==> src/rtl/div_unit_pkg.sv <==
// Shared defines for the multi-cycle DIV/DIVU unit: FSM encodings, handshake
// levels and the operand magnitude helper used by the signed path.
package div_unit_pkg;

    typedef enum logic [1:0] {
        DivFree   = 2'b00,
        DivByZero = 2'b01,
        DivOn     = 2'b10,
        DivEnd    = 2'b11
    } div_state_e;

    localparam logic DivResultReady    = 1'b1;
    localparam logic DivResultNotReady = 1'b0;
    localparam logic DivStart          = 1'b1;
    localparam logic DivStop           = 1'b0;

    localparam logic [5:0] DivSteps = 6'd32;

    // Two's-complement magnitude; 0x80000000 maps to itself, which is correct
    // when read as unsigned.
    function automatic logic [31:0] mag32(input logic [31:0] v, input logic is_signed);
        return (is_signed && v[31]) ? (~v + 32'd1) : v;
    endfunction

endpackage

==> src/rtl/div_unit.sv <==
// 32-bit restoring divider beside EX: one quotient bit per cycle, result
// {remainder, quotient} held while start_i stays high.
module div_unit
    import div_unit_pkg::*;
(
    input  logic        clk,
    input  logic        rst,
    input  logic        signed_div_i,
    input  logic [31:0] opdata1_i,
    input  logic [31:0] opdata2_i,
    input  logic        start_i,
    input  logic        annul_i,
    output logic [63:0] result_o,
    output logic        ready_o,
    output logic        busy_o
);

    div_state_e  state_q, state_d;
    logic [5:0]  cnt_q, cnt_d;
    logic [64:0] dividend_q, dividend_d;
    logic [31:0] divisor_q, divisor_d;
    logic        q_neg_q, q_neg_d;
    logic        r_neg_q, r_neg_d;
    logic [63:0] result_q, result_d;
    logic        ready_q, ready_d;

    logic        go;
    logic [32:0] diff;
    logic [31:0] quo_fix, rem_fix;

    assign go = (start_i == DivStart) && !annul_i;

    always_ff @(posedge clk or negedge rst) begin
        if (!rst) state_q <= DivFree;
        else      state_q <= state_d;
    end

    always_comb begin
        state_d = state_q;
        case (state_q)
            DivFree:   if (go) state_d = (opdata2_i == 32'd0) ? DivByZero : DivOn;
            DivByZero: state_d = DivEnd;
            DivOn: begin
                if (annul_i)                state_d = DivFree;
                else if (cnt_q == DivSteps) state_d = DivEnd;
            end
            DivEnd:    if (annul_i || start_i == DivStop) state_d = DivFree;
            default:   state_d = DivFree;
        endcase
    end

    assign busy_o = (state_q == DivByZero) || (state_q == DivOn) ||
                    (state_q == DivFree && go);

    assign diff    = {1'b0, dividend_q[63:32]} - {1'b0, divisor_q};
    assign quo_fix = q_neg_q ? (~dividend_q[31:0] + 32'd1) : dividend_q[31:0];
    assign rem_fix = r_neg_q ? (~dividend_q[64:33] + 32'd1) : dividend_q[64:33];

    always_comb begin
        cnt_d      = cnt_q;
        dividend_d = dividend_q;
        divisor_d  = divisor_q;
        q_neg_d    = q_neg_q;
        r_neg_d    = r_neg_q;
        result_d   = result_q;
        ready_d    = ready_q;
        case (state_q)
            DivFree: begin
                if (go) begin
                    divisor_d  = mag32(opdata2_i, signed_div_i);
                    dividend_d = {32'd0, mag32(opdata1_i, signed_div_i), 1'b0};
                    cnt_d      = 6'd0;
                    q_neg_d    = signed_div_i & (opdata1_i[31] ^ opdata2_i[31]);
                    r_neg_d    = signed_div_i & opdata1_i[31];
                end
            end
            DivByZero: begin
                dividend_d = 65'd0;
                result_d   = 64'd0;
                ready_d    = DivResultReady;
            end
            DivOn: begin
                if (annul_i) begin
                    result_d = 64'd0;
                    cnt_d    = 6'd0;
                end else if (cnt_q != DivSteps) begin
                    // diff[32] set means the trial subtract borrowed: restore by plain shift
                    if (diff[32]) dividend_d = {dividend_q[63:0], 1'b0};
                    else          dividend_d = {diff[31:0], dividend_q[31:0], 1'b1};
                    cnt_d = cnt_q + 6'd1;
                end else begin
                    result_d = {rem_fix, quo_fix};
                    ready_d  = DivResultReady;
                end
            end
            DivEnd: begin
                if (annul_i || start_i == DivStop) begin
                    result_d = 64'd0;
                    ready_d  = DivResultNotReady;
                end
            end
            default: ;
        endcase
    end

    always_ff @(posedge clk or negedge rst) begin
        if (!rst) begin
            cnt_q      <= 6'd0;
            dividend_q <= 65'd0;
            divisor_q  <= 32'd0;
            q_neg_q    <= 1'b0;
            r_neg_q    <= 1'b0;
            result_q   <= 64'd0;
            ready_q    <= DivResultNotReady;
        end else begin
            cnt_q      <= cnt_d;
            dividend_q <= dividend_d;
            divisor_q  <= divisor_d;
            q_neg_q    <= q_neg_d;
            r_neg_q    <= r_neg_d;
            result_q   <= result_d;
            ready_q    <= ready_d;
        end
    end

    assign result_o = result_q;
    assign ready_o  = ready_q;

endmodule

==> config.mk <==
export PLATFORM = sky130hd
export DESIGN_NAME = div_unit
export DESIGN_NICKNAME = d
export VERILOG_FILES = /design/src/rtl/div_unit_pkg.sv /design/src/rtl/div_unit.sv
export SDC_FILE = /design/constraint.sdc
export NUM_CORES = 1
export LEC_CHECK = 0
export BUFFER_PORTS_ARGS = -buffer_cell sky130_fd_sc_hd__buf_2
export CORE_MARGIN = 4
export CORE_UTILIZATION = 55
export DETAILED_ROUTE_END_ITERATION = 10
export PLACE_DENSITY = 0.76
export SETUP_SLACK_MARGIN = 0.1
export SYNTH_ARGS = -nofsm -noshare
export SYNTH_HDL_FRONTEND = slang
export SYNTH_SLANG_ARGS = --single-unit
==> constraint.sdc <==
create_clock -name clk -period 4.15 [get_ports clk]
set_input_delay 0.2075 -clock clk [delete_from_list [all_inputs] [get_ports clk]]
set_output_delay 0.2075 -clock clk [all_outputs]
set_load 0.03 [all_outputs]
# Yosys cells after proc, flatten, opt, wreduce, memory -nomap -nowiden
# Index checks and enable logic that the tools add are counted.
dict set report op_classes {
  n_addsub 6
  n_eq_ne 13
  muxes 27
  bitwise_logic 8
  n_reduce_logical 19
}
# op n
set ops {}
lappend ops {{$mux 65} 4}
lappend ops {{$pmux 65 s3} 1}
lappend ops {{$mux 64} 3}
lappend ops {{$pmux 64 s3} 1}
lappend ops {{$add 32x1->32 const B} 4}
lappend ops {{$mux 32} 4}
lappend ops {{$not 32->32} 4}
lappend ops {{$sub 32x32->33} 1}
lappend ops {{$logic_not 32->1} 1}
lappend ops {{$mux 6} 3}
lappend ops {{$pmux 6 s2} 1}
lappend ops {{$mux 2} 5}
lappend ops {{$reduce_and 3->1} 3}
lappend ops {{$ne 2x2->1 const B} 4}
lappend ops {{$pmux 2 s4} 1}
lappend ops {{$reduce_and 4->1} 2}
lappend ops {{$add 6x1->6 const B} 1}
lappend ops {{$eq 6x6->1 const B} 1}
lappend ops {{$ne 3x3->1 const B} 2}
lappend ops {{$ne 6x6->1 const B} 1}
lappend ops {{$reduce_bool 3->1} 2}
lappend ops {{$eq 2x2->1 const B} 2}
lappend ops {{$logic_and 1x1->1} 4}
lappend ops {{$logic_or 1x1->1} 3}
lappend ops {{12 further kinds} 15}
dict set report word_totals {
  regBits 172
  input_bits 69
  word_cells 81
}

# Logic depth before layout (Yosys ltp)
# Gate-level depths: netlist of run 1.
dict set report depth {
  ltp_word 6
  mapped_depth 14
  mapped_depth_nobuf 12
}

# Worst setup path before layout of run 1
# No wires, ideal clock.
dict set report synth_timing {
  kind {register to register}
  start {register dividend_q[45]}
  end {register dividend_q[56]}
  setup_ps 133
  t_arrival_ps 2827
  path_slack_ps 1190
  stages_incl_launch_ff 13
  path_buffers 2
  synth_period_minus_slack_ps 2960
  cell_sequence {dfrtp_1 -> ha_1 -> a21oi_1 -> o21ai_0 -> or2_2 -> o21ai_1 -> and2_1 -> clkbuf_1 -> o2111ai_1 -> a221oi_2 -> buf_2 -> mux2i_1 -> o21ai_0}
}
dict set report synth_between {
  elab_chain_len 5
}
# item line
set synth_lines {}
lappend synth_lines {{from (decl)} div_unit.sv:20} ;# logic [64:0] dividend_q, dividend_d;
lappend synth_lines {{from (signal assigned)} div_unit.sv:117} ;# dividend_q <= dividend_d;
lappend synth_lines {{$sub 32x32->33} div_unit.sv:55} ;# assign diff = {1'b0, dividend_q[63:32]} - {1'b0, divisor_q};
lappend synth_lines {{$mux 65} div_unit.sv:88} ;# if (diff[32]) dividend_d = {dividend_q[63:0], 1'b0};
lappend synth_lines {{$mux 65} div_unit.sv:86} ;# end else if (cnt_q != DivSteps) begin
lappend synth_lines {{$mux 65} div_unit.sv:83} ;# if (annul_i) begin
lappend synth_lines {{$pmux 65 s3} div_unit.sv:67} ;# case (state_q)
# No other way between the ends. The select of a mux whose other input is x is not followed.
# A chain may end at the register's enable or synchronous reset.

# Final worst setup path of run 1
dict set report layout_timing {
  start {register dividend_q[43]}
  end {register dividend_q[36]}
}
# Same word-level chain as after synthesis.

==> results of run 1 <==
## critical path, delay by kind of cell (launching register included)
kind	cells	cell delay (ns)
mux	1	0.29
flops	1	0.46
simple gates	2	0.60
buf+inv	1	0.51
compound gates	6	1.15
fa+ha+maj	1	0.41
## worst paths after layout
| path | depth (start not counted) | slack (ns) | to | start |
|---|---|---|---|---|
| worst max register to register | 11 | 0.53 | dividend_q[36] | dividend_q[43] |
| worst min-delay path | 3 | 0.09 | divisor_q[27] | opdata2_i[27] |
| max in group asynchronous | 3 | 2.85 | result_o[55] | rst |
| min in group asynchronous | 2 | 0.37 | result_o[25] | rst |
| worst min register to register | 2 | 0.47 | result_o[23] | result_o[23] |
| worst max-delay path | 11 | 0.53 | dividend_q[36] | dividend_q[43] |
## where the power goes
| part | internal (mW) | total [mW] | switching, mW |
|---|---|---|---|
| sequential | 1.99 | 2.32 | 0.326 |
| clock | 0.954 | 1.66 | 0.702 |
| combinational | 0.961 | 2.75 | 1.79 |
## final cells by class
type	count	area (um^2)	area share, %
inverter	57	214	1.68
multi-input combinational	1032	6460	50.9
antenna	1	2.50	0.0197
clock inverter	15	185	1.46
tap	265	332	2.61
clock buffer	17	425	3.35
timing repair buffer	144	779	6.14
sequential	172	4300	33.9
## metrics by stage
stage,std cells,util (%),area [um^2],worst slack (ns),hold slack (ns)
CTS,1702,64.2,12700,0.558,0.0796
finish,1703,64.2,12700,0.528,0.0864
global route,1702,64.2,12700,0.261,0.0937
detailed placement,1669,61.1,12100,0.671,0.303
floorplan,1330,-,11200,1.19,-0.0881
global placement,1669,61.1,12100,0.770,0.302
## registers in the layout, summed over array words and instances, names as in the netlist
signal	cells
state_q	2
q_neg_q	1
dividend_q	65
cnt_q	6
ready_o	1
result_o	64
divisor_q	32
r_neg_q	1
## routing by layer
metal	vias to the layer above	global-route usage, %	wire [um]
li1	4877	-	-
met1	4569	35.3	12500
met2	335	39.2	12700
met3	35	3.20	1730
met4	0	6.80	421
met5	-	0	0
## logic make-up (layout without fill, tap and decap cells)
family | Yosys count | in the layout | share of synthesized area (%)
mux | 29 | 29 | 2.60
simple gates | 397 | 397 | 15.9
compound gates | 412 | 412 | 22.2
buf+inv | 126 | 233 | 4.29
fa+ha+maj | 44 | 44 | 4.97
other cells | 0 | 1 | 0
flops | 172 | 172 | 38.4
xor+xnor | 150 | 150 | 11.7
## timing repair
| action | in CTS | in global routing |
|---|---|---|
| setup endpoints to repair | 0 | 0 |
| setup buffers | 0 | 0 |
| hold buffers | 1 | 0 |
| hold endpoints to repair | 82 | 0 |
## placed cells by master, fill, tap and decap left out, drive strengths merged, types with 14 or more instances in the layout
cell	count
nor2	62
o21ai	206
nand2	226
inv	61
o31ai	31
or4	19
o41ai	15
xor2	95
a22oi	27
buf	143
nor3	18
clkbuf	17
a21oi	66
mux2i	28
xnor2	55
nand3	14
ha	43
dfrtp	172
a21o	19
==> results.py, run 1 <==
metrics = {
    "job": {
        "cap_viol_max_count": 0,
    },
    "synth": {
        "ys_seq_elements": 172,
        "synth_top_area_share_pct": 38.4,
        "synth_cells": 1330,
        "yosysMostFrequentCell": "nand2_1",
        "synthFlopType": "dfrtp_1",
        "ys_types": 61,
        "synthArstFlopShare_pct": 100,
        "seq_area_frac_synth_pct": 38.4,
        "synthTopCellsByCount": "226 x nand2_1, 201 x o21ai_0, 172 x dfrtp_1, 95 x xor2_1, 66 x a21oi_1",
        "avgSynthCellArea_um2": 8.44,
        "yosysTopAreaCell": "dfrtp_1",
        "syn_area_mm2": 0.0112,
        "ys.warnings.count": 0,
        "syn_nets": 1443,
        "ys_top_cells_by_area": "dfrtp_1 38%, o21ai_0 9.0%, nand2_1 7.6%",
        "synth_edf_count": 0,
    },
    "routing": {
        "drt-initial-drc-count": 790,
        "viasPerCell": 5.76,
        "drt_pre_antenna_iters": 5,
        "drt_wl_total_mm": 27.4,
        "drt-wirelength-per-cell_um": 16.1,
        "ant_nets": 0,
        "vias": 9816,
        "drc": 0,
    },
    "cts": {
        "cts_resized": 0,
        "cts_made_buffers": 17,
        "clock-sinks": 172,
        "cts_tree": "done",
        "clockRootBuffer": "clkbuf_16",
        "htreeDepth": 4,
        "cts_buffer_depth": 2,
        "insertion_delay_ns": 0.44,
        "clk_pin_slew_ns": 0.07,
    },
    "die": {
        "core-area_mm2": 0.0198,
        "die_x_um": 151,
        "fp-row-count": 51,
        "ios": 135,
        "start_util_pct": 56.7,
        "die_h_um": 151,
        "die_area_mm2": 0.0228,
    },
    "timing": {
        "setup_viol_count_final": 0,
        "period_share_pct": 87.3,
        "hold_viol_final": 0,
        "period_minus_slack_ns": 3.62,
        "slew_violations": 0,
        "tightest_slew_ns": 1.16,
        "fin_skew_ns": 0.0104,
        "fin_tns_setup_ns": 0,
        "relSlewSlack_pct": 22.7,
        "rsz0062_at_grt": "false",
        "fmax_mhz": 276,
    },
    "critical_path": {
        "start_kind": "flop",
        "arrival_ns": 3.92,
        "crit_top_cell": "o21ai_0",
        "cpPeakStageDelay_ns": 0.51,
        "cp_slowest_cell": "buf_4",
        "worstSetupPathType": "reg -> reg",
        "endpoint_kind": "flop",
        "crit_path_max_fanout": 40,
        "cp_data_required_time_ns": 4.45,
        "crit_chain": "ha_1, a21oi_1, o21ai_0, or2_2, o21ai_1, and2_1, o2111ai_1, a221oi_4, buf_4, mux2i_1, o21ai_0",
    },
    "global_route": {
        "overflow": 0,
        "grt_max_degree": 91,
        "grt_pass1_wl_mm": 45.3,
        "grtUsageTotal_pct": 24.5,
        "grt_pass1_vias": 9245,
        "antenna_found_initial": 0,
    },
    "layout": {
        "area_delta_synth_final_pct": 13.2,
        "fin_nets": 1537,
        "drive_above_1_share_pct": 13.6,
        "nFillCells": 1745,
    },
    "place": {
        "io_buffers": 134,
        "finalWeightedCongestion": 0.886,
        "hpwl_mm": 20.3,
    },
    "run_status": {
        "status": "completed",
    },
    "hold_path": {
        "min-delay-path-class": "in -> reg",
    },
    "power_and_ir_drop": {
        "total_power_mw": 6.73,
        "powerDensity_mw_per_mm2": 530,
        "ir_drop_v": 0.000315,
        "p_leak_nw": 6.09,
    },
}
No activity file was read; power rests on OpenSTA's default activity.
==> run 2: changes to the inputs <==
Settings changed: CTS_CLUSTER_SIZE from default to 24, REMOVE_ABC_BUFFERS from default to 1.
==> results.py, run 2 (synthesized netlist as in run 1, its figures left out) <==
metrics = {
    "cts": {
        "clock-sinks": 172,
        "cts_resized": 0,
        "postCtsSetupRepairBufs": 0,
        "clk_pin_slew_ns": 0.07,
        "htreeDepth": 4,
        "cts_buffer_depth": 2,
        "cts_made_buffers": 17,
        "cts_tree": "done",
        "insertion_delay_ns": 0.44,
        "clockRootBuffer": "clkbuf_16",
        "cts_hold_buf": 1,
    },
    "critical_path": {
        "cp_data_required_time_ns": 4.46,
        "crit_path_max_fanout": 40,
        "arrival_ns": 3.84,
        "worstSetupPathType": "reg -> reg",
        "crit_chain": "ha_1, a21oi_1, o21ai_0, or2_2, o21ai_1, and2_1, o2111ai_1, a221oi_4, buf_4, mux2i_1, o21ai_0",
        "cpPeakStageDelay_ns": 0.52,
        "start_kind": "flop",
        "endpoint_kind": "flop",
        "crit_top_cell": "o21ai_0",
        "cp_slowest_cell": "buf_4",
    },
    "global_route": {
        "grtUsageTotal_pct": 24.1,
        "grt_pass1_vias": 9171,
        "antenna_found_initial": 0,
        "overflow": 0,
        "grt_max_degree": 103,
        "grt_pass1_wl_mm": 44.6,
    },
    "routing": {
        "ant_nets": 0,
        "vias": 9738,
        "drc": 0,
        "drt_wl_total_mm": 26.8,
        "drt-wirelength-per-cell_um": 15.8,
        "drt_pre_antenna_iters": 5,
        "viasPerCell": 5.72,
        "drt-initial-drc-count": 572,
    },
    "timing": {
        "relSlewSlack_pct": 23.7,
        "period_share_pct": 85.1,
        "rsz0062_at_grt": "false",
        "hold_viol_final": 0,
        "slew_violations": 0,
        "fmax_mhz": 283,
        "period_minus_slack_ns": 3.53,
        "setup_viol_count_final": 0,
        "fin_skew_ns": 0.0111,
        "tightest_slew_ns": 1.14,
    },
    "layout": {
        "fin_nets": 1537,
        "final_common_cell": "nand2_1",
        "regMostFlops": "dividend_q",
        "fin_util_pct": 64.2,
        "diodes": 0,
        "design_area_mm2": 0.0127,
        "drive_above_1_share_pct": 13.5,
        "nFillCells": 1713,
        "area_delta_synth_final_pct": 13.1,
        "largest_reg_flops": 65,
        "layout_common_cells": "223 x nand2_1, 201 x o21ai_0, 172 x dfrtp_1, 133 x buf_2, 95 x xor2_1",
    },
    "power_and_ir_drop": {
        "p_switching_mw": 2.77,
        "switching_share_pct": 41.4,
        "powerDensity_mw_per_mm2": 527,
        "power_frac_seq_pct": 34.6,
        "ir_drop_v": 0.000421,
        "p_comb_share_pct": 40.4,
        "p_clk_share_pct": 25.0,
        "p_int_mw": 3.92,
        "p_leak_nw": 6.10,
    },
    "die": {
        "start_util_pct": 56.7,
        "die_area_mm2": 0.0228,
        "ios": 135,
        "core-area_mm2": 0.0198,
        "die_h_um": 151,
        "die_x_um": 151,
        "fp-row-count": 51,
    },
    "hold_path": {
        "min-delay-path-class": "in -> reg",
    },
    "place": {
        "io_buffers": 134,
        "hpwl_mm": 19.8,
        "finalWeightedCongestion": 0.907,
        "placed_cell_area_mm2": 0.0121,
    },
    "job": {
        "cap_viol_max_count": 0,
    },
    "run_status": {
        "status": "completed",
    },
}
[run 2: cell count changes in the layout (fill, tap and decap cells not counted), sizes merged]
cell      delta
clkinvlp     -3
clkinv       +1
clkbuf       +3
inv          -1
diode        -1
[run 2: per-stage QoR]
stage / TNS [ns] / total power [mW] / hold WS [ns] / instances / worst slack (ns)
3_3_place_gp: 0 / 4.95 / 0.378 / 1669 / 0.757
6_report: 0 / 6.69 / 0.0720 / 1702 / 0.617
4_1_cts: 0 / 6.71 / 0.0658 / 1702 / 0.619
2_1_floorplan: -9.01 / 4.21 / -0.0881 / 1261 / -0.342
5_1_grt: 0 / 7.19 / 0.0961 / 1702 / 0.378
3_5_place_dp: 0 / 5.02 / 0.382 / 1669 / 0.659
[run 2: power groups by stage]
stage	clock [mW]	combinational, mW	sequential, mW
CTS	1.69	2.70	2.31
global route	1.76	3.06	2.37
detailed placement	0	2.68	2.34
finish	1.67	2.70	2.31
floorplan	0	1.92	2.29
global placement	0	2.63	2.32
[run 2: critical path: cells and delay by family (launching register included)]
| family | cells | cell delay (ns) |
|---|---|---|
| AO/OA/AOI/OAI | 6 | 1.10 |
| adder cells (fa/ha/maj) | 1 | 0.42 |
| buffers and inverters | 1 | 0.52 |
| flip-flops | 1 | 0.48 |
| multiplexers | 1 | 0.27 |
| AND/OR/NAND/NOR | 2 | 0.57 |
[run 2: layer usage]
layer / GRT usage (%) / wire length [um] / share of wire, %
met5: 0 / 0 / 0
met4: 5.89 / 347 / 1.3
met2: 39.2 / 12500 / 47
met3: 3.65 / 1810 / 6.8
met1: 34.1 / 12100 / 45
[run 2: final timing paths]
path	cells past startpoint	slack, ns	startpoint	endpoint
worst max-delay path	11	0.62	dividend_q[41]	dividend_q[44]
worst min-delay path	3	0.07	opdata2_i[20]	divisor_q[20]
worst max register to register	11	0.62	dividend_q[41]	dividend_q[44]
worst min register to register	2	0.47	result_o[33]	result_o[33]
max in group asynchronous	3	2.85	rst	dividend_q[53]
min in group asynchronous	2	0.41	rst	result_o[3]
[run 2: area by class of cell]
class	instances	area, um^2	area share (%)
Tap cell	265	332	2.61
Timing Repair Buffer	144	767	6.04
Clock inverter	12	159	1.25
Sequential cell	172	4300	33.9
Inverter	57	214	1.69
Multi-Input combinational cell	1032	6460	50.9
Clock buffer	20	457	3.60
